===== src/rtl/arb_pkg.sv =====
// Shared types and helpers for the rr_arbiter slice: FSM state, index width
// and the round-robin mask generator.
package arb_pkg;

    // Upper bound on PORTS supported by rr_mask().
    localparam int unsigned ARB_MAX_PORTS = 64;

    typedef enum logic {
        IDLE = 1'b0,
        HELD = 1'b1
    } arb_state_e;

    function automatic int unsigned clog2_min1(input int unsigned n);
        return (n <= 2) ? 32'd1 : 32'($clog2(n));
    endfunction

    // Ports still eligible in the masked pass after granting idx.
    function automatic logic [ARB_MAX_PORTS-1:0] rr_mask(input int unsigned idx,
                                                         input logic lsb_hi);
        logic [ARB_MAX_PORTS-1:0] m;
        m = '0;
        for (int unsigned i = 0; i < ARB_MAX_PORTS; i++) begin
            m[i] = lsb_hi ? (i > idx) : (i < idx);
        end
        return m;
    endfunction

endpackage


===== src/rtl/rr_arbiter_if.sv =====
// Request/grant bundle between requesters (master) and rr_arbiter (slave).
interface rr_arbiter_if
    import arb_pkg::*;
#(
    parameter int unsigned PORTS = 4
);
    localparam int unsigned IDX_W = clog2_min1(PORTS);

    logic [PORTS-1:0] request;
    logic [PORTS-1:0] acknowledge;
    logic [PORTS-1:0] grant;
    logic             grant_valid;
    logic [IDX_W-1:0] grant_encoded;
    logic             hold_timeout;

    modport master (
        output request, acknowledge,
        input  grant, grant_valid, grant_encoded, hold_timeout
    );

    modport slave (
        input  request, acknowledge,
        output grant, grant_valid, grant_encoded, hold_timeout
    );

endinterface


===== src/rtl/arb_pri_enc.sv =====
// Combinational priority encoder: lowest or highest set bit wins, reported
// both as an index and as a one-hot vector.
module arb_pri_enc
    import arb_pkg::*;
#(
    parameter int unsigned WIDTH             = 4,
    parameter bit          LSB_HIGH_PRIORITY = 1'b0,
    localparam int unsigned IDX_W            = clog2_min1(WIDTH)
) (
    input  logic [WIDTH-1:0] request,
    output logic             valid,
    output logic [IDX_W-1:0] index,
    output logic [WIDTH-1:0] onehot
);

    always_comb begin
        valid  = |request;
        index  = '0;
        onehot = '0;
        // Scan so that the highest-priority set bit is the last one written.
        for (int unsigned i = 0; i < WIDTH; i++) begin
            int unsigned k;
            k = LSB_HIGH_PRIORITY ? (WIDTH - 1 - i) : i;
            if (request[k]) begin
                index     = IDX_W'(k);
                onehot    = '0;
                onehot[k] = 1'b1;
            end
        end
    end

endmodule


===== src/rtl/rr_arbiter.sv =====
// Registered N-way arbiter: fixed or round-robin priority, optional grant hold.
// Optional hold timeout is enabled by defining ARB_HOLD_TIMEOUT_EN.
module rr_arbiter
    import arb_pkg::*;
#(
    parameter int unsigned PORTS                 = 4,
    parameter bit          ARB_TYPE_ROUND_ROBIN  = 1'b0,
    parameter bit          ARB_BLOCK             = 1'b0,
    parameter bit          ARB_BLOCK_ACK         = 1'b1,
    parameter bit          ARB_LSB_HIGH_PRIORITY = 1'b0,
    parameter int unsigned MAX_HOLD              = 16
) (
    input  logic         clk,
    input  logic         rst,
    rr_arbiter_if.slave  bus
);

    localparam int unsigned IDX_W = clog2_min1(PORTS);

    arb_state_e       state;
    logic [PORTS-1:0] grant_r;
    logic [PORTS-1:0] mask_r;
    logic [IDX_W-1:0] idx_r;
    logic             valid_r;
    logic             timeout_r;

    logic [PORTS-1:0] masked_req;
    logic             m_valid, u_valid;
    logic [IDX_W-1:0] m_idx, u_idx;
    logic [PORTS-1:0] m_hot, u_hot;

    logic             win_valid;
    logic [IDX_W-1:0] win_idx;
    logic [PORTS-1:0] win_hot;
    logic             rel;
    logic             timeout_hit;
    logic             load;

    assign masked_req = bus.request & mask_r;

    arb_pri_enc #(
        .WIDTH             (PORTS),
        .LSB_HIGH_PRIORITY (ARB_LSB_HIGH_PRIORITY)
    ) u_enc_masked (
        .request (masked_req),
        .valid   (m_valid),
        .index   (m_idx),
        .onehot  (m_hot)
    );

    arb_pri_enc #(
        .WIDTH             (PORTS),
        .LSB_HIGH_PRIORITY (ARB_LSB_HIGH_PRIORITY)
    ) u_enc_unmasked (
        .request (bus.request),
        .valid   (u_valid),
        .index   (u_idx),
        .onehot  (u_hot)
    );

    // Unmasked pass is the wrap-around when nothing remains above/below g.
    assign win_valid = u_valid;
    assign win_idx   = m_valid ? m_idx : u_idx;
    assign win_hot   = m_valid ? m_hot : u_hot;

    always_comb begin
        if (!ARB_BLOCK) begin
            rel = 1'b1;
        end else if (ARB_BLOCK_ACK) begin
            rel = |(bus.acknowledge & grant_r);
        end else begin
            rel = ~|(bus.request & grant_r);
        end
    end

`ifdef ARB_HOLD_TIMEOUT_EN
    localparam int unsigned CNT_W = $clog2(MAX_HOLD + 1);
    logic [CNT_W-1:0] hold_cnt;

    assign timeout_hit = ARB_BLOCK && (state == HELD) && !rel &&
                         (hold_cnt == CNT_W'(MAX_HOLD - 1));

    always_ff @(posedge clk or posedge rst) begin
        if (rst) begin
            hold_cnt <= '0;
        end else if (load) begin
            hold_cnt <= '0;
        end else if (state == HELD) begin
            hold_cnt <= hold_cnt + 1'b1;
        end
    end
`else
    assign timeout_hit = 1'b0;
`endif

    assign load = (state == IDLE) || rel || timeout_hit;

    always_ff @(posedge clk or posedge rst) begin
        if (rst) begin
            state     <= IDLE;
            grant_r   <= '0;
            idx_r     <= '0;
            valid_r   <= 1'b0;
            mask_r    <= '1;
            timeout_r <= 1'b0;
        end else begin
            timeout_r <= timeout_hit;
            if (load) begin
                state   <= win_valid ? HELD : IDLE;
                grant_r <= win_valid ? win_hot : '0;
                idx_r   <= win_valid ? win_idx : '0;
                valid_r <= win_valid;
                if (win_valid && ARB_TYPE_ROUND_ROBIN) begin
                    mask_r <= PORTS'(rr_mask(32'(win_idx), ARB_LSB_HIGH_PRIORITY));
                end
            end
        end
    end

    assign bus.grant         = grant_r;
    assign bus.grant_valid   = valid_r;
    assign bus.grant_encoded = idx_r;
    assign bus.hold_timeout  = timeout_r;

endmodule

===== src/flat_wrapper.sv =====
// flat-port wrapper written by rule: the top's interface ports become plain ports
module rr_arbiter_flat import arb_pkg::*;
#(
    parameter int unsigned PORTS                 = 4,
    parameter bit          ARB_TYPE_ROUND_ROBIN  = 1'b0,
    parameter bit          ARB_BLOCK             = 1'b0,
    parameter bit          ARB_BLOCK_ACK         = 1'b1,
    parameter bit          ARB_LSB_HIGH_PRIORITY = 1'b0,
    parameter int unsigned MAX_HOLD              = 16
)
  (clk, rst, bus_request, bus_acknowledge, bus_grant, bus_grant_valid, bus_grant_encoded, bus_hold_timeout);
  rr_arbiter_if #(.PORTS(PORTS)) bus_i ();
  input  logic clk;
  input  logic rst;
  input wire logic [$bits(bus_i.request)-1:0] bus_request;
  input wire logic [$bits(bus_i.acknowledge)-1:0] bus_acknowledge;
  output wire logic [$bits(bus_i.grant)-1:0] bus_grant;
  output wire logic [$bits(bus_i.grant_valid)-1:0] bus_grant_valid;
  output wire logic [$bits(bus_i.grant_encoded)-1:0] bus_grant_encoded;
  output wire logic [$bits(bus_i.hold_timeout)-1:0] bus_hold_timeout;
  assign bus_i.request = bus_request;
  assign bus_i.acknowledge = bus_acknowledge;
  assign bus_grant = bus_i.grant;
  assign bus_grant_valid = bus_i.grant_valid;
  assign bus_grant_encoded = bus_i.grant_encoded;
  assign bus_hold_timeout = bus_i.hold_timeout;
  rr_arbiter #(.PORTS(PORTS), .ARB_TYPE_ROUND_ROBIN(ARB_TYPE_ROUND_ROBIN), .ARB_BLOCK(ARB_BLOCK), .ARB_BLOCK_ACK(ARB_BLOCK_ACK), .ARB_LSB_HIGH_PRIORITY(ARB_LSB_HIGH_PRIORITY), .MAX_HOLD(MAX_HOLD)) u_core (.clk(clk), .rst(rst), .bus(bus_i));
endmodule

===== config.mk =====
export PLATFORM = sky130hd
export DESIGN_NAME = rr_arbiter_flat
export DESIGN_NICKNAME = d
export VERILOG_FILES = /design/src/rtl/arb_pkg.sv /design/src/rtl/rr_arbiter_if.sv /design/src/rtl/arb_pri_enc.sv /design/src/rtl/rr_arbiter.sv /design/src/flat_wrapper.sv
export SDC_FILE = /design/constraint.sdc
export NUM_CORES = 1
export LEC_CHECK = 0
export CAP_MARGIN = 20
export CORE_AREA = 8 8 45 47
export DETAILED_ROUTE_END_ITERATION = 10
export DIE_AREA = 0 0 53 55
export PLACE_DENSITY = 0.56
export SKIP_CTS_REPAIR_TIMING = 1
export SLEW_MARGIN = 20
export SYNTH_ARGS = -nofsm -noshare
export SYNTH_HDL_FRONTEND = slang
export SYNTH_SLANG_ARGS = --single-unit

===== constraint.sdc =====
create_clock -name clk -period 0.8 [get_ports clk]
set_clock_uncertainty 0.2 [all_clocks]
set_input_delay 0.16 -clock clk [delete_from_list [all_inputs] [get_ports clk]]
set_output_delay 0.16 -clock clk [all_outputs]
set_load 0.005 [all_outputs]

==> run_results.csv, run 1 <==
group,metric,value,unit
critical_path,required,440,ps
grt,grt_usage,4.40,%
floorplanning,dieArea,2920,µm²
timing,min_period,1070,ps
route,drtIter0Drc,2,
status,run_status,"finished with violations",
power,p_total,0.756,mW
logic_synthesis,synth.distinct_cells,10,
finish,num_antenna_cells,0,
logic_synthesis,syn_area,240,µm²
finish,layout-drive-gt1-share,47.2,%
floorplanning,ios,18,
grt,antenna_found_initial,0,
critical_path,cpMaxStageDelayCell,"dfrtp_1",
critical_path,critical_path_class,"reg2out",
critical_path,critPathBufInv,1,
critical_path,worst_setup_path_end_kind,"primary output",
grt,grt_pass1_vias,195,
timing,period_share,133,%
placement,place.gp.congestion,0.673,
status,violations,"hold timing, setup timing",
route,drcViolationCount,0,
logic_synthesis,synth_nets,29,
flow_run,drv_cap,0,
power,power.density,1970,nW/µm²
route,wirelength,544,µm
finish,fin_util,27.8,%
floorplanning,die_w,53,µm
clocking,cts-buffers-inserted,3,
critical_path,crit_path_max_incr_delay,360,ps
timing,maxSlewViolCount,0,
placement,hpwl,451,µm
critical_path,cp-start-kind,"flip-flop",
timing,rsz0062_at_grt,"yes",
route,first_pass_iters,2,
finish,final_common_cell,"clkbuf_2",
clocking,cts_tree,"built",
route,viasPerCell,3.50,
grt,grt_overflow,0,
clocking,clk_path_buf_depth,2,
grt,grt_max_degree,8,
grt,use_met3,3.74,%
grt,grt_pass1_wl,814,µm
grt,busiest_layer,"met2",
clocking,clock_sinks,7,
timing,tns,-1990,ps
finish,mostFrequentLayoutCells,"8 x clkbuf_2, 7 x dfrtp_1, 3 x inv_1, 3 x clkbuf_4, 3 x buf_4",
timing,finalHoldViolCount,11,
power,total_leakage_power,0.214,nW
logic_synthesis,synth.avg_cell_area,12.6,µm²
clocking,cts-htree-levels,1,
finish,fin_nets,47,
route,wire_per_inst,10.5,µm
finish,fin_area,384,µm²
timing,finalSetupViolCount,8,
logic_synthesis,ys_seq_elements,7,
finish,syn_to_final_growth,59.9,%
critical_path,worstPathArrival,710,ps
logic_synthesis,seq_area_frac_synth,72.9,%
timing,setup_ws,-267,ps
grt,grtUsageMet1,3.70,%
clocking,path_clk_slew,50,ps
floorplanning,start_util,17.4,%
critical_path,crit_family,"flip-flops",
critical_path,critPathMaxFanout,1,
floorplanning,die_h,55,µm
floorplanning,coreArea,1380,µm²
grt,met2_usage,5.86,%
logic_synthesis,synth_cells,19,
floorplanning,rows,14,
timing,fmax,937,MHz
route,drtAntennaViolNets,0,
power,ir_drop,0.000542,V
logic_synthesis,synth-warning-count,4,
hold_path,hp-class,"in2reg",
timing,whs,-73.9,ps
placement,post_dp_cell_area,392,µm²
critical_path,cp_cell_sequence,"clkbuf_2",
route,vias,182,
placement,port_buffers,12,
clocking,cts-root-buf,"clkbuf_4",
## cell usage after synthesis (all sizes together)
| cell | number | area [µm²] |
|---|---|---|
| dfrtp | 7 | 175 |
| or2 | 1 | 8.76 |
| conb | 1 | 3.75 |
| or3 | 1 | 6.26 |
| nor2 | 2 | 7.51 |
| buf | 1 | 7.51 |
| nor3b | 1 | 7.51 |
| clkbuf | 1 | 3.75 |
| a21o | 1 | 8.76 |
| inv | 3 | 11.3 |
## path summary, 6_finish.rpt
kind                                     start                     end  slack (ps)  cells past startpoint
min in group asynchronous                  rst  u_core.bus.grant_valid         -50                      2
max in group asynchronous                  rst     u_core.bus.grant[0]         250                      2
min                             bus_request[3]     u_core.bus.grant[3]         -70                      2
max                        u_core.bus.grant[3]            bus_grant[3]        -270                      1
## stage by stage
stage	setup WS, ps	std cells	hold WS, ps
floorplan	-218	19	-237
detailed placement	-680	48	202
finish	-267	52	-73.9
CTS	-641	52	-55.8
global route	-314	52	-82.4
global placement	-668	48	208
## kinds of logic (layout without fill, tap and decap cells)
group | after synthesis | count (layout) | share of synthesized area (%)
DFF | 7 | 7 | 72.9
and+or+nand+nor | 5 | 5 | 12.5
buffers and inverters | 5 | 22 | 9.37
other | 1 | 1 | 1.56
AOI/OAI and AO/OA | 1 | 1 | 3.65
## layer usage
metal | share of wire (%) | up-vias
li1 | - | 87
met1 | 45 | 82
met2 | 42 | 13
met3 | 13 | 0
met4 | 0 | 0
met5 | 0 | -
## flip-flops by register name, summed over array words and instances, names as in the netlist
name and cells:
u_core.bus.grant 4, u_core.bus.grant_encoded 2, u_core.bus.grant_valid 1
## power by group
part / switching (mW) / internal, mW
Combinational: 0.0326 / 0.0463
Clock: 0.113 / 0.189
Sequential: 0.00398 / 0.370
Total: 0.150 / 0.606
## final cells by class
cell class / instances / area (µm²)
Inverter: 3 / 11.3
Clock buffer: 4 / 26.3
Multi-Input combinational cell: 7 / 42.5
Sequential cell: 7 / 175
Timing Repair Buffer: 15 / 109
Tap cell: 16 / 20.0
Fill cell: 163 / 1000
No activity file was read; power rests on OpenSTA's default activity.
==> run 2: changes to the inputs <==
RECOVER_POWER = 100   (was default)
clock period = 1.2 ns   (was 0.8 ns; I/O delays follow)
==> run_results.csv, run 2 (synthesized netlist as in run 1, its figures left out) <==
group,metric,value,unit
floorplanning,die_w,53,µm
finish,mostFrequentLayoutCells,"7 x clkbuf_1, 7 x dfrtp_1, 3 x inv_1, 3 x clkbuf_4, 3 x clkbuf_2",
clocking,clk_path_buf_depth,2,
timing,rsz0062_at_grt,"no",
clocking,path_clk_slew,50,ps
critical_path,worst_setup_path_end_kind,"primary output",
critical_path,worstSetupStartpoint,"u_core.bus.grant_valid",
timing,finalSetupViolCount,0,
timing,maxSlewViolCount,0,
timing,min_period,1150,ps
critical_path,critPathBufInv,1,
grt,grt_overflow,0,
clocking,cts-buffers-inserted,3,
power,total_leakage_power,0.182,nW
clocking,cts-htree-levels,1,
power,seqPwrFrac,49.9,%
grt,grt_pass1_wl,759,µm
floorplanning,start_util,17.4,%
timing,period_share,96.1,%
critical_path,crit_family,"flip-flops",
critical_path,cpMaxStageDelayCell,"dfrtp_1",
placement,place_inst,48,
route,viasPerCell,3.29,
floorplanning,coreArea,1380,µm²
critical_path,worstPathArrival,710,ps
power,switchingPower,0.105,mW
route,wirelength,513,µm
route,first_pass_iters,4,
route,wire_per_inst,9.87,µm
power,power.density,1350,nW/µm²
power,ir_drop,0.000278,V
critical_path,cp-start-kind,"flip-flop",
finish,fin_area,370,µm²
power,p_comb_share,9.5,%
critical_path,critical_path_class,"reg2out",
critical_path,cp_cell_sequence,"clkbuf_2",
floorplanning,rows,14,
floorplanning,ios,18,
route,drcViolationCount,0,
hold_path,hp-class,"in2reg",
power,p_clk_share,40.6,%
placement,post_dp_cell_area,392,µm²
timing,tns,0,ps
power,switching_share,21.1,%
timing,finalHoldViolCount,0,
clocking,cts_tree,"built",
grt,grt_max_degree,8,
finish,fin_nets,47,
flow_run,drv_cap,0,
clocking,cts-root-buf,"clkbuf_4",
grt,antenna_found_initial,0,
floorplanning,die_h,55,µm
finish,instances_no_fill,52,
clocking,clock_sinks,7,
critical_path,required,760,ps
critical_path,crit_path_max_incr_delay,360,ps
hold_path,min_from,"bus_request[2]",
status,run_status,"finished clean",
grt,grt_usage,3.90,%
finish,largest_reg_flops,4,
route,drtAntennaViolNets,0,
placement,port_buffers,12,
floorplanning,dieArea,2920,µm²
finish,num_antenna_cells,0,
timing,fmax,867,MHz
finish,layout-drive-gt1-share,25.0,%
route,vias,171,
finish,n_fill_cell,153,
placement,place.gp.congestion,0.606,
route,drtIter0Drc,1,
critical_path,critPathMaxFanout,1,
grt,grt_pass1_vias,181,
power,internal-power,0.394,mW
finish,syn_to_final_growth,54.2,%
## run 2: cell count changes in the layout (fill, tap and decap cells not counted), sizes merged
cell	previous run	this run
clkinv	0	1
buf	4	0
clkdlybuf4s25	0	1
clkdlybuf4s50	1	2
clkbuf	12	13
dlymetal6s2s	2	1
dlygate4sd3	0	1
## run 2: metrics by stage
step	total power [mW]	hold slack, ps	utilization (%)	setup WS [ps]
after floorplan	0.272	-157	-	102
after global placement	0.319	284	28.3	-345
after detailed placement	0.319	280	28.3	-372
after CTS	0.531	13.7	30.3	-329
after global routing	0.534	84.3	26.8	3.45
final	0.499	75.0	26.8	46.2
## run 2: power groups by stage
stage                     clock (mW)  combinational [mW]  sequential [mW]
after floorplan                    0              0.0173            0.255
after global placement             0              0.0661            0.253
after detailed placement           0              0.0658            0.253
after CTS                      0.216              0.0662            0.249
after global routing           0.229              0.0553            0.249
final                          0.203              0.0476            0.249
## run 2: layout make-up
class,instances,area (µm²),area share [%]
sequential,7,175,47.3
timing repair buffer,15,93.8,25.3
multi-input combinational,7,42.5,11.5
clock buffer,3,22.5,6.08
tap,16,20.0,5.41
inverter,3,11.3,3.04
clock inverter,1,5.00,1.35
## run 2: path summary, 6_finish.rpt
path	end	depth (start not counted)
setup / recovery	bus_grant_valid	1
min in group asynchronous	u_core.bus.grant_encoded[0]	2
max in group asynchronous	u_core.bus.grant[0]	2
hold / removal	u_core.bus.grant[2]	3
## run 2: layer usage
| metal | GRT usage (%) | part of all wire (%) |
|---|---|---|
| met1 | 3.09 | 40 |
| met2 | 5.66 | 41 |
| met3 | 2.67 | 19 |
| met4 | 5.17 | 0 |
| met5 | 0 | 0 |
==> run 3: changes to the inputs <==
PLACE_DENSITY = default   (was 0.56)
==> run_results.csv, run 3 (synthesized netlist as in run 1, its figures left out) <==
group,metric,value,unit
placement,port_buffers,12,
timing,setup_ws,45.0,ps
power,total_leakage_power,0.183,nW
finish,layout-drive-gt1-share,25.0,%
floorplanning,die_w,53,µm
status,run_status,"finished clean",
timing,finalHoldViolCount,0,
timing,finalSetupViolCount,0,
timing,rsz0062_at_grt,"no",
critical_path,critPathMaxFanout,1,
placement,place_inst,48,
timing,period_share,96.2,%
clocking,cts-buffers-inserted,3,
timing,maxSlewViolCount,0,
critical_path,endpoint,"bus_grant[0]",
critical_path,worstSetupStartpoint,"u_core.bus.grant[0]",
timing,tns,0,ps
clocking,clock_sinks,7,
power,power.density,1360,nW/µm²
grt,antenna_found_initial,0,
route,viasPerCell,3.21,
critical_path,path_depth,1,
finish,n_fill_cell,160,
flow_run,drv_cap,0,
finish,num_antenna_cells,0,
grt,grt_usage,4.35,%
clocking,cts-htree-levels,1,
critical_path,required,760,ps
route,drcViolationCount,0,
route,wirelength,490,µm
route,wire_per_inst,9.42,µm
timing,min_period,1150,ps
clocking,cts-root-buf,"clkbuf_4",
placement,hpwl,392,µm
power,p_total,0.501,mW
route,first_pass_iters,2,
finish,syn_to_final_growth,53.1,%
route,vias,167,
critical_path,cp-start-kind,"flip-flop",
grt,busiest_layer,"met4",
timing,fmax,866,MHz
finish,fin_util,26.6,%
finish,largest_reg_flops,4,
floorplanning,dieArea,2920,µm²
finish,multi_input_area,40.0,µm²
finish,fin_nets,47,
floorplanning,die_h,55,µm
route,drtIter0Drc,1,
placement,place.gp.congestion,0.667,
finish,instances_no_fill,52,
critical_path,critPathBufInv,1,
finish,mostFrequentLayoutCells,"7 x clkbuf_1, 7 x dfrtp_1, 4 x clkbuf_2",
grt,grt_overflow,0,
hold_path,hp-class,"in2reg",
critical_path,cpMaxStageDelayCell,"dfrtp_1",
route,drtAntennaViolNets,0,
grt,grtUsageMet1,3.88,%
clocking,clk_path_buf_depth,2,
placement,place_ws,-350,ps
grt,grt_max_degree,8,
grt,use_met3,3.74,%
floorplanning,coreArea,1380,µm²
critical_path,crit_path_max_incr_delay,360,ps
critical_path,cp_cell_sequence,"clkbuf_2",
grt,grt_pass1_wl,800,µm
floorplanning,start_util,17.4,%
critical_path,crit_family,"flip-flops",
finish,regArea,175,µm²
floorplanning,rows,14,
power,ir_drop,0.000277,V
clocking,path_clk_slew,50,ps
floorplanning,ios,18,
critical_path,worstPathArrival,710,ps
grt,met2_usage,4.88,%
clocking,cts_tree,"built",
critical_path,critical_path_class,"reg2out",
grt,grt_pass1_vias,205,
critical_path,worst_setup_path_end_kind,"primary output",
-- run 3: cell count changes in the layout (fill, tap and decap cells not counted), sizes merged --
cell    change
clkinv      -1
clkbuf      +1
-- run 3: area by class of cell --
type	count	area share, %
well taps	16	5.44
flip-flops and latches	7	47.6
multi-input cells	7	10.9
inverters	3	3.06
repair buffers	15	25.9
clock buffers	4	7.14
-- run 3: per-stage QoR --
stage / hold slack, ps / area, µm²
global route: 80.7 / 368
finish: 74.5 / 368
CTS: 23.6 / 418
floorplan: -157 / 240
global placement: 281 / 392
detailed placement: 287 / 392
-- run 3: how the worst min path moves through the flow --
stage                   start                     endpoint  slack, ps  cells past startpoint
2_1_floorplan             rst          u_core.bus.grant[0]       -160                      1
3_3_place_gp              rst          u_core.bus.grant[3]        280                      2
3_5_place_dp              rst  u_core.bus.grant_encoded[0]        290                      2
4_1_cts                   rst  u_core.bus.grant_encoded[1]         20                      2
5_1_grt        bus_request[2]          u_core.bus.grant[2]         80                      3
6_report       bus_request[2]          u_core.bus.grant[2]         70                      3
-- run 3: power by group --
group	leakage [nW]	internal, mW	switching, mW	total (mW)
sequential	0.0821	0.247	0.00251	0.249
combinational	0.0858	0.0252	0.0203	0.0456
clock	0.0150	0.126	0.0797	0.206
-- run 3: layer usage --
layer | part of all wire, % | vias up | wire length, µm
met5 | 0 | - | 0
met4 | 0 | 0 | 0
met3 | 9.0 | 0 | 44
met2 | 42 | 10 | 204
met1 | 49 | 71 | 241
li1 | - | 86 | -
